**src/rtl/rf16_access_ctrl_pkg.sv**
```systemverilog
// Shared types for the 16-entry register-file access controller.
// Command fields are sized by RF_DW/RF_AW, so the top-level DW/AW must match them.
package rf_ctrl_pkg;

    localparam int RF_DW = 8;
    localparam int RF_AW = 4;

    typedef enum logic [1:0] {
        IDLE   = 2'd0,
        ACCESS = 2'd1,
        RESP   = 2'd2
    } rf_state_e;

    typedef logic req_id_t;
    localparam req_id_t ID_A = 1'b0;
    localparam req_id_t ID_B = 1'b1;

    typedef struct packed {
        logic             we;
        logic [RF_AW-1:0] addr;
        logic [RF_DW-1:0] wdata;
        req_id_t          id;
    } rf_cmd_t;

    // True when a write would land in the lockable upper range.
    function automatic logic in_prot_range(input logic [RF_AW-1:0] addr,
                                           input logic [RF_AW-1:0] base);
        return (addr >= base);
    endfunction

endpackage

```
**src/rtl/rf16_access_ctrl_rr_arb2.sv**
```systemverilog
// Two-way round-robin arbiter; on a tie the requester not granted last wins.
// last_id only moves when the owner commits a grant via i_advance.
module rr_arb2
    import rf_ctrl_pkg::*;
(
    input  logic    rd_clk,
    input  logic    reset_l,
    input  logic    i_req_a,
    input  logic    i_req_b,
    input  logic    i_advance,
    output logic    o_vld,
    output req_id_t o_id
);

    req_id_t r_last_id;
    req_id_t w_id;

    always_comb begin
        w_id = ID_A;
        if (i_req_a && i_req_b) begin
            w_id = (r_last_id == ID_B) ? ID_A : ID_B;
        end else if (i_req_b) begin
            w_id = ID_B;
        end
    end

    // Reset to B so that A takes the first tie.
    always_ff @(posedge rd_clk or negedge reset_l) begin
        if (!reset_l) begin
            r_last_id <= ID_B;
        end else if (i_advance && (i_req_a || i_req_b)) begin
            r_last_id <= w_id;
        end
    end

    assign o_vld = i_req_a | i_req_b;
    assign o_id  = w_id;

endmodule

```
**src/rtl/rf16_access_ctrl.sv**
```systemverilog
// Sequencer/arbiter for the shared register-file port with a sticky write lock.
// One access per three cycles: grant (IDLE), array strobe (ACCESS), response (RESP).
module rf16_access_ctrl
    import rf_ctrl_pkg::*;
#(
    parameter int DW        = RF_DW,
    parameter int AW        = RF_AW,
    parameter int PROT_BASE = 8
) (
    input  logic          rd_clk,
    input  logic          reset_l,
    input  logic          a_req,
    input  logic          a_we,
    input  logic [AW-1:0] a_addr,
    input  logic [DW-1:0] a_wdata,
    output logic          a_gnt,
    input  logic          b_req,
    input  logic          b_we,
    input  logic [AW-1:0] b_addr,
    input  logic [DW-1:0] b_wdata,
    output logic          b_gnt,
    output logic          rsp_valid,
    output logic          rsp_id,
    output logic          rsp_err,
    output logic [DW-1:0] rsp_rdata,
    input  logic          lk_set,
    output logic          lk_status,
    output logic          rf_ren,
    output logic          rf_wen,
    output logic [AW-1:0] rf_addr,
    output logic [DW-1:0] rf_wdata,
    input  logic [DW-1:0] rf_rdata
);

    localparam logic [AW-1:0] PB = AW'(PROT_BASE);

    rf_state_e r_state;
    rf_state_e w_state_nxt;
    rf_cmd_t   r_cmd;
    logic      r_lock;
    logic      r_err;

    logic      w_arb_vld;
    req_id_t   w_arb_id;
    logic      w_take;
    logic      w_block;
    rf_cmd_t   w_cmd_in;

    rr_arb2 u_arb (
        .rd_clk    (rd_clk),
        .reset_l   (reset_l),
        .i_req_a   (a_req),
        .i_req_b   (b_req),
        .i_advance (r_state == IDLE),
        .o_vld     (w_arb_vld),
        .o_id      (w_arb_id)
    );

    assign w_take = (r_state == IDLE) && w_arb_vld;

    always_comb begin
        w_cmd_in.id = w_arb_id;
        if (w_arb_id == ID_A) begin
            w_cmd_in.we    = a_we;
            w_cmd_in.addr  = a_addr;
            w_cmd_in.wdata = a_wdata;
        end else begin
            w_cmd_in.we    = b_we;
            w_cmd_in.addr  = b_addr;
            w_cmd_in.wdata = b_wdata;
        end
    end

    // Lock is checked live in ACCESS, so a lock set in the grant cycle still blocks.
    assign w_block = r_cmd.we && r_lock && in_prot_range(r_cmd.addr, PB);

    always_ff @(posedge rd_clk or negedge reset_l) begin
        if (!reset_l) begin
            r_state <= IDLE;
        end else begin
            r_state <= w_state_nxt;
        end
    end

    always_comb begin
        w_state_nxt = r_state;
        case (r_state)
            IDLE:    if (w_arb_vld) w_state_nxt = ACCESS;
            ACCESS:  w_state_nxt = RESP;
            RESP:    w_state_nxt = IDLE;
            default: w_state_nxt = IDLE;
        endcase
    end

    always_ff @(posedge rd_clk or negedge reset_l) begin
        if (!reset_l) begin
            r_cmd  <= '0;
            r_err  <= 1'b0;
            r_lock <= 1'b0;
        end else begin
            r_lock <= r_lock | lk_set;
            if (w_take) begin
                r_cmd <= w_cmd_in;
            end
            if (r_state == ACCESS) begin
                r_err <= w_block;
            end
        end
    end

    always_comb begin
        a_gnt     = 1'b0;
        b_gnt     = 1'b0;
        rf_ren    = 1'b0;
        rf_wen    = 1'b0;
        rf_addr   = '0;
        rf_wdata  = '0;
        rsp_valid = 1'b0;
        rsp_id    = 1'b0;
        rsp_err   = 1'b0;
        rsp_rdata = '0;
        case (r_state)
            IDLE: begin
                // Gated by reset so no grant escapes while reset is held.
                a_gnt = reset_l && w_arb_vld && (w_arb_id == ID_A);
                b_gnt = reset_l && w_arb_vld && (w_arb_id == ID_B);
            end
            ACCESS: begin
                rf_addr = r_cmd.addr;
                if (!r_cmd.we) begin
                    rf_ren = 1'b1;
                end else if (!w_block) begin
                    rf_wen   = 1'b1;
                    rf_wdata = r_cmd.wdata;
                end
            end
            RESP: begin
                rsp_valid = 1'b1;
                rsp_id    = r_cmd.id;
                rsp_err   = r_err;
                if (!r_cmd.we) begin
                    rsp_rdata = rf_rdata;
                end
            end
            default: ;
        endcase
    end

    assign lk_status = r_lock;

endmodule

```
**config.mk**
```make
export PLATFORM = sky130hd
export DESIGN_NAME = rf16_access_ctrl
export DESIGN_NICKNAME = d
export VERILOG_FILES = /design/src/rtl/rf16_access_ctrl_pkg.sv /design/src/rtl/rf16_access_ctrl_rr_arb2.sv /design/src/rtl/rf16_access_ctrl.sv
export SDC_FILE = /design/constraint.sdc
export NUM_CORES = 1
export LEC_CHECK = 0
export BUFFER_PORTS_ARGS = -buffer_cell sky130_fd_sc_hd__buf_4
export CAP_MARGIN = 0
export CORE_UTILIZATION = 43
export CTS_CLUSTER_SIZE = 40
export DETAILED_ROUTE_END_ITERATION = 6
export PLACE_DENSITY = 0.79
export SLEW_MARGIN = 40
export SYNTH_ARGS = -nofsm -noshare
export SYNTH_HDL_FRONTEND = slang
export SYNTH_SLANG_ARGS = --single-unit
```
**constraint.sdc**
```tcl
create_clock -name rd_clk -period 1.8 [get_ports rd_clk]
set_input_delay 0.36 -clock rd_clk [delete_from_list [all_inputs] [get_ports rd_clk]]
set_output_delay 0.36 -clock rd_clk [all_outputs]
set_load 0.01 [all_outputs]
```
Word-level counts from Yosys, hierarchy flattened. Cells that the tools add are included.

$lt $le $gt $ge: 1. Equality and inequality tests: 3. Multiplexer cells: 22. Bitwise gates (word level): 3. Reductions and logical operators: 10.

Operators by type and width (number): 2-to-1 mux 8 bit (5); 2-to-1 mux 1 bit (13); 2-to-1 mux 13 bit (1); logical AND 1 bit (8); >= comparator 4 bit (second input constant) (1); 2-to-1 mux 4 bit (1); one-hot mux 2 bit (2 select lines) (1); equality test 2 x 1 -> 1 bit (second input constant) (1); equality test 2 bit (second input constant) (1); logical NOT 2 bit (1); 2-to-1 mux 2 bit (1); inequality test 2 bit (second input constant) (1); bitwise OR 1 bit (2); logical OR 1 bit (1); inverter 1 bit (1).

Register bits after elaboration: 19. Output and inout port bits: 28. Word-level logic and storage cells: 47.

Depth between registers and ports, before layout.
Depth after elaboration: 5. Gate-level depth with buffers: 5. Mapped depth without buffers: 3.

Hierarchy. Synthesis repeated with hierarchy kept, for this count alone.

Cell total of the unflattened synthesis: 90. Area total of the unflattened synthesis: 1116.1 sq um.

By module, submodules not included: rf16_access_ctrl (instances 1, cells each 85, area each 1064.8 sq um, sequential area each 450.4 sq um); rr_arb2 (instances 1, cells each 5, area each 51.3 sq um, sequential area each 26.3 sq um).

Least setup slack after synthesis. Ideal clock, no wire load.

Path type: input port to output port. Start point: input port b_req. End point: output port b_gnt. Arrival time: 1.289 ns. Data required time: 1.440 ns. Setup slack: 0.151 ns. Cell stages on the path: 4. Cells stage by stage: a21bo_1 -> buf_6 -> buf_12 -> nor4b_1.

Word-level cells in the longest chain between the ends: 4. Elaborated cells on any way between the ends: 7. Classes of those cells: 3 x mux; 1 x bitwise; 3 x reduce/logical.

RTL lines: from (decl) (line rf16_access_ctrl.sv:17) `input logic b_req,`; 2-to-1 mux 1 bit, or another cell as far along (line rf16_access_ctrl_rr_arb2.sv:22) `end else if (i_req_b) begin`; 2-to-1 mux 1 bit or logical AND 1 bit (tied branches) (line rf16_access_ctrl_rr_arb2.sv:20, rf16_access_ctrl.sv:126); logical AND 1 bit (*) (line rf16_access_ctrl.sv:126) `b_gnt = reset_l && w_arb_vld && (w_arb_id == ID_B);`; 2-to-1 mux 1 bit (*) (line rf16_access_ctrl.sv:122) `case (r_state)`; to (decl) (line rf16_access_ctrl.sv:21) `output logic b_gnt,`.

Every way passes the cells marked *; elsewhere a longest branch is shown, timed or not.

Worst setup path after layout.
Start point: register r_state[0]. End point: output port a_gnt.

Word-level cells in the longest chain between the ends: 2.

RTL lines: from (decl) (line rf16_access_ctrl.sv:37) `rf_state_e r_state;`; from (signal assigned) (line rf16_access_ctrl.sv:81) `r_state <= w_state_nxt;`; logical NOT 2 bit (line rf16_access_ctrl.sv:122); 2-to-1 mux 1 bit (line rf16_access_ctrl.sv:122); to (decl) (line rf16_access_ctrl.sv:16) `output logic a_gnt,`.

Every way passes these cells.

==> impl_metrics.sql <==
INSERT INTO impl_metrics (metric_group, metric, value, unit) VALUES
('synth', 'synth.lib_cells_used.distinct', '26', ''),
('timing', 'max_slew_violations', '0', ''),
('timing', 'whs', '0.0421', 'ns'),
('global_route', 'grt-ovfl-total', '0', ''),
('synth', 'post_synth.cell_area_avg', '12.3', 'um2'),
('timing', 'final.period_utilization', '99.9', '%'),
('global_route', 'first_global_vias', '915', ''),
('timing', 'unrepaired_setup_endpoints_after_global_routing', 'yes', ''),
('global_route', 'global_route.usage.met1', '25.5', '%'),
('status', 'status', 'complete, no violations', ''),
('placed_design', 'hpwlAfterDp', '2.12', 'mm'),
('placed_design', 'port_buffers', '66', ''),
('critical_path', 'worst_ep_required_time', '1.44', 'ns'),
('detailed_routing', 'detailedRoute.firstIterationViolations', '6', ''),
('critical_path', 'cp_max_fo', '5', ''),
('die', 'dieHeight', '53.3', 'um'),
('timing', 'timing.final.crit_period', '1.80', 'ns'),
('cts', 'cts_buffer_depth', '2', ''),
('detailed_routing', 'wire_per_inst', '14.9', 'um'),
('synth', 'ys_warn_count', '0', ''),
('layout', 'layout_commonest_cell', 'sky130_fd_sc_hd__buf_4', ''),
('timing', 'timing.max_slew.rel_slack', '81.1', '%'),
('critical_path', 'start_to_end_type_of_the_worst_setup_path', 'register to primary output', ''),
('placed_design', 'gp_congestion', '0.721', ''),
('global_route', 'grt_pass1_wl', '4.24', 'mm'),
('layout', 'final_cell_mix', '70 x sky130_fd_sc_hd__buf_4, 17 x sky130_fd_sc_hd__and2_1, 16 x sky130_fd_sc_hd__dfrtp_1', ''),
('synth', 'syn_std_cell_area', '1130', 'um2'),
('cts', 'cts_tree', 'done', ''),
('cts', 'htree_levels', '1', ''),
('synth', 'mappedNetlistNets', '131', ''),
('layout', 'finish.net_count', '209', ''),
('synth', 'synth_seq_cells', '19', ''),
('global_route', 'global_route.usage.met3', '1.72', '%'),
('layout', 'drive_gt1_share', '73.4', '%'),
('global_route', 'grt.met2_usage', '39.4', '%'),
('critical_path', 'reg2regPathDepth', '5', ''),
('critical_path', 'regToRegSetupSlack', '0.11', 'ns'),
('critical_path', 'setup.worst_path.end', 'a_gnt', ''),
('cts', 'clock_network_latency_to_the_later_pin_of_the_worst_skew_pair', '0.29', 'ns'),
('synth', 'ys_top_cells_by_area', 'sky130_fd_sc_hd__dfrtp_1 40%, sky130_fd_sc_hd__mux2_4 19%, sky130_fd_sc_hd__and2_1 12%', ''),
('pwr', 'cellPowerDensity', '1270', 'nW/um2'),
('detailed_routing', 'drc_errors', '0', ''),
('timing', 'totalNegativeSetupSlack', '0', 'ns'),
('critical_path', 'startpoint_of_the_worst_slack_reg_to_reg_timing_path', 'u_arb.r_last_id', ''),
('layout', 'multi_input_area', '654', 'um2'),
('layout', 'finalCoreUtilization', '73.4', '%'),
('critical_path', 'worst_setup_path_end_kind', 'primary output', ''),
('layout', 'filler_cells', '169', ''),
('die', 'initial_utilization', '45.6', '%'),
('die', 'fp.dieArea', '2840', 'um2'),
('layout', 'design_area_final', '1820', 'um2'),
('placed_design', 'placedInstanceArea', '1660', 'um2'),
('cts', 'path_clk_slew', '0.11', 'ns'),
('pwr', 'total_power', '2.32', 'mW'),
('pwr', 'peakVddDrop', '0.000904', 'V'),
('die', 'die_x', '53.3', 'um'),
('die', 'core-area', '2480', 'um2'),
('global_route', 'globalRoute.busiestLayer', 'met2', ''),
('cts', 'tritoncts_num_sinks', '19', ''),
('timing', 'final_report_hold_violation_count', '0', ''),
('layout', 'sequential_cell_area', '479', 'um2'),
('global_route', 'grt_max_degree', '17', ''),
('timing', 'setup_viol', '0', ''),
('timing', 'max_clock_freq', '556', 'MHz'),
('critical_path', 'crit_start', 'r_state[0]', ''),
('detailed_routing', 'vias_per_cell', '4.99', ''),
('critical_path', 'worstSetupStartpointType', 'register', ''),
('critical_path', 'worstPathArrival', '1.44', 'ns'),
('timing', 'tightest_slew', '0.283', 'ns'),
('synth', 'area_fraction_of_the_dominant_cell_type_after_synthesis', '39.9', '%'),
('cts', 'cts_bufs_inserted', '3', '');
==> flip-flops by register name, indices dropped and copies added (netlist names) <==
| name | flops |
|---|---|
| r_state | 2 |
| u_arb.r_last_id | 1 |
| lk_status | 1 |
| r_cmd | 14 |
| r_err | 1 |
==> where the power goes <==
group / total [mW] / internal [mW] / switching (mW)
sequential: 0.814 / 0.645 / 0.169
clock: 0.214 / 0.0828 / 0.131
combinational: 1.29 / 0.801 / 0.490
==> metrics by stage <==
stage,std cells,setup WS (ns)
floorplan,92,0.151
global placement,189,0.231
detailed placement,189,0.194
CTS,196,-0.00714
global route,199,-0.0673
finish,199,0.00249
==> repair_timing <==
action | in CTS | in global routing
cloned | 0 | 1
gates resized for setup | 7 | 17
hold buffers | 2 | 0
pin swaps | 0 | 6
setup endpoints to repair | 17 | 18
hold endpoints to repair | 2 | 0
setup buffers | 1 | 2
==> cells by family after synthesis <==
kind of cell / Yosys count / synth area share [%]
AO/OA/AOI/OAI: 6 / 3.77
AND/OR/NAND/NOR: 33 / 18.2
multiplexers: 26 / 30.6
buffers and inverters: 8 / 5.31
flip-flops: 19 / 42.2
==> area by class of cell <==
class | count | share of cell area (%)
clock inverters | 1 | 0.275
repair buffers | 78 | 33.7
multi-input cells | 66 | 36.0
inverters | 2 | 0.413
flip-flops and latches | 19 | 26.3
well taps | 30 | 2.06
clock buffers | 3 | 1.24
==> synthesized netlist by cell type (all sizes together) <==
cell type   n
or2         1
dfrtp      18
a21bo       1
a21oi       1
nand4       1
clkbuf      2
nand2       1
mux2       26
o21ai       1
dfstp       1
o21a        1
and2       22
a31oi       1
o32ai       1
nor4b       1
nor2        1
inv         2
buf         4
and3        2
nor2b       4
==> worst min path at each step <==
stage	startpoint	endpoint
after detailed placement	reset_l	r_cmd[4]
after global placement	reset_l	r_cmd[4]
after global routing	reset_l	r_cmd[7]
final	reset_l	r_cmd[7]
after CTS	reset_l	r_cmd[10]
after floorplan	reset_l	lk_status
==> worst max-delay path, stage by stage (launching register included) <==
cell	delay, ns
sky130_fd_sc_hd__dfrtp_2	0.46
sky130_fd_sc_hd__nor2_2	0.17
sky130_fd_sc_hd__o21a_1	0.20
sky130_fd_sc_hd__and3_2	0.20
sky130_fd_sc_hd__buf_4	0.11
==> per-layer routing <==
metal  vias to the layer above  part of all wire (%)  routed length, um
met3                         8                   5.2                156
met2                        44                    55               1620
met4                         0                   3.3                 97
met1                       475                    37               1100
met5                         -                     0                  0
li1                        467                     -                  -
No activity file was read; power rests on OpenSTA's default activity.
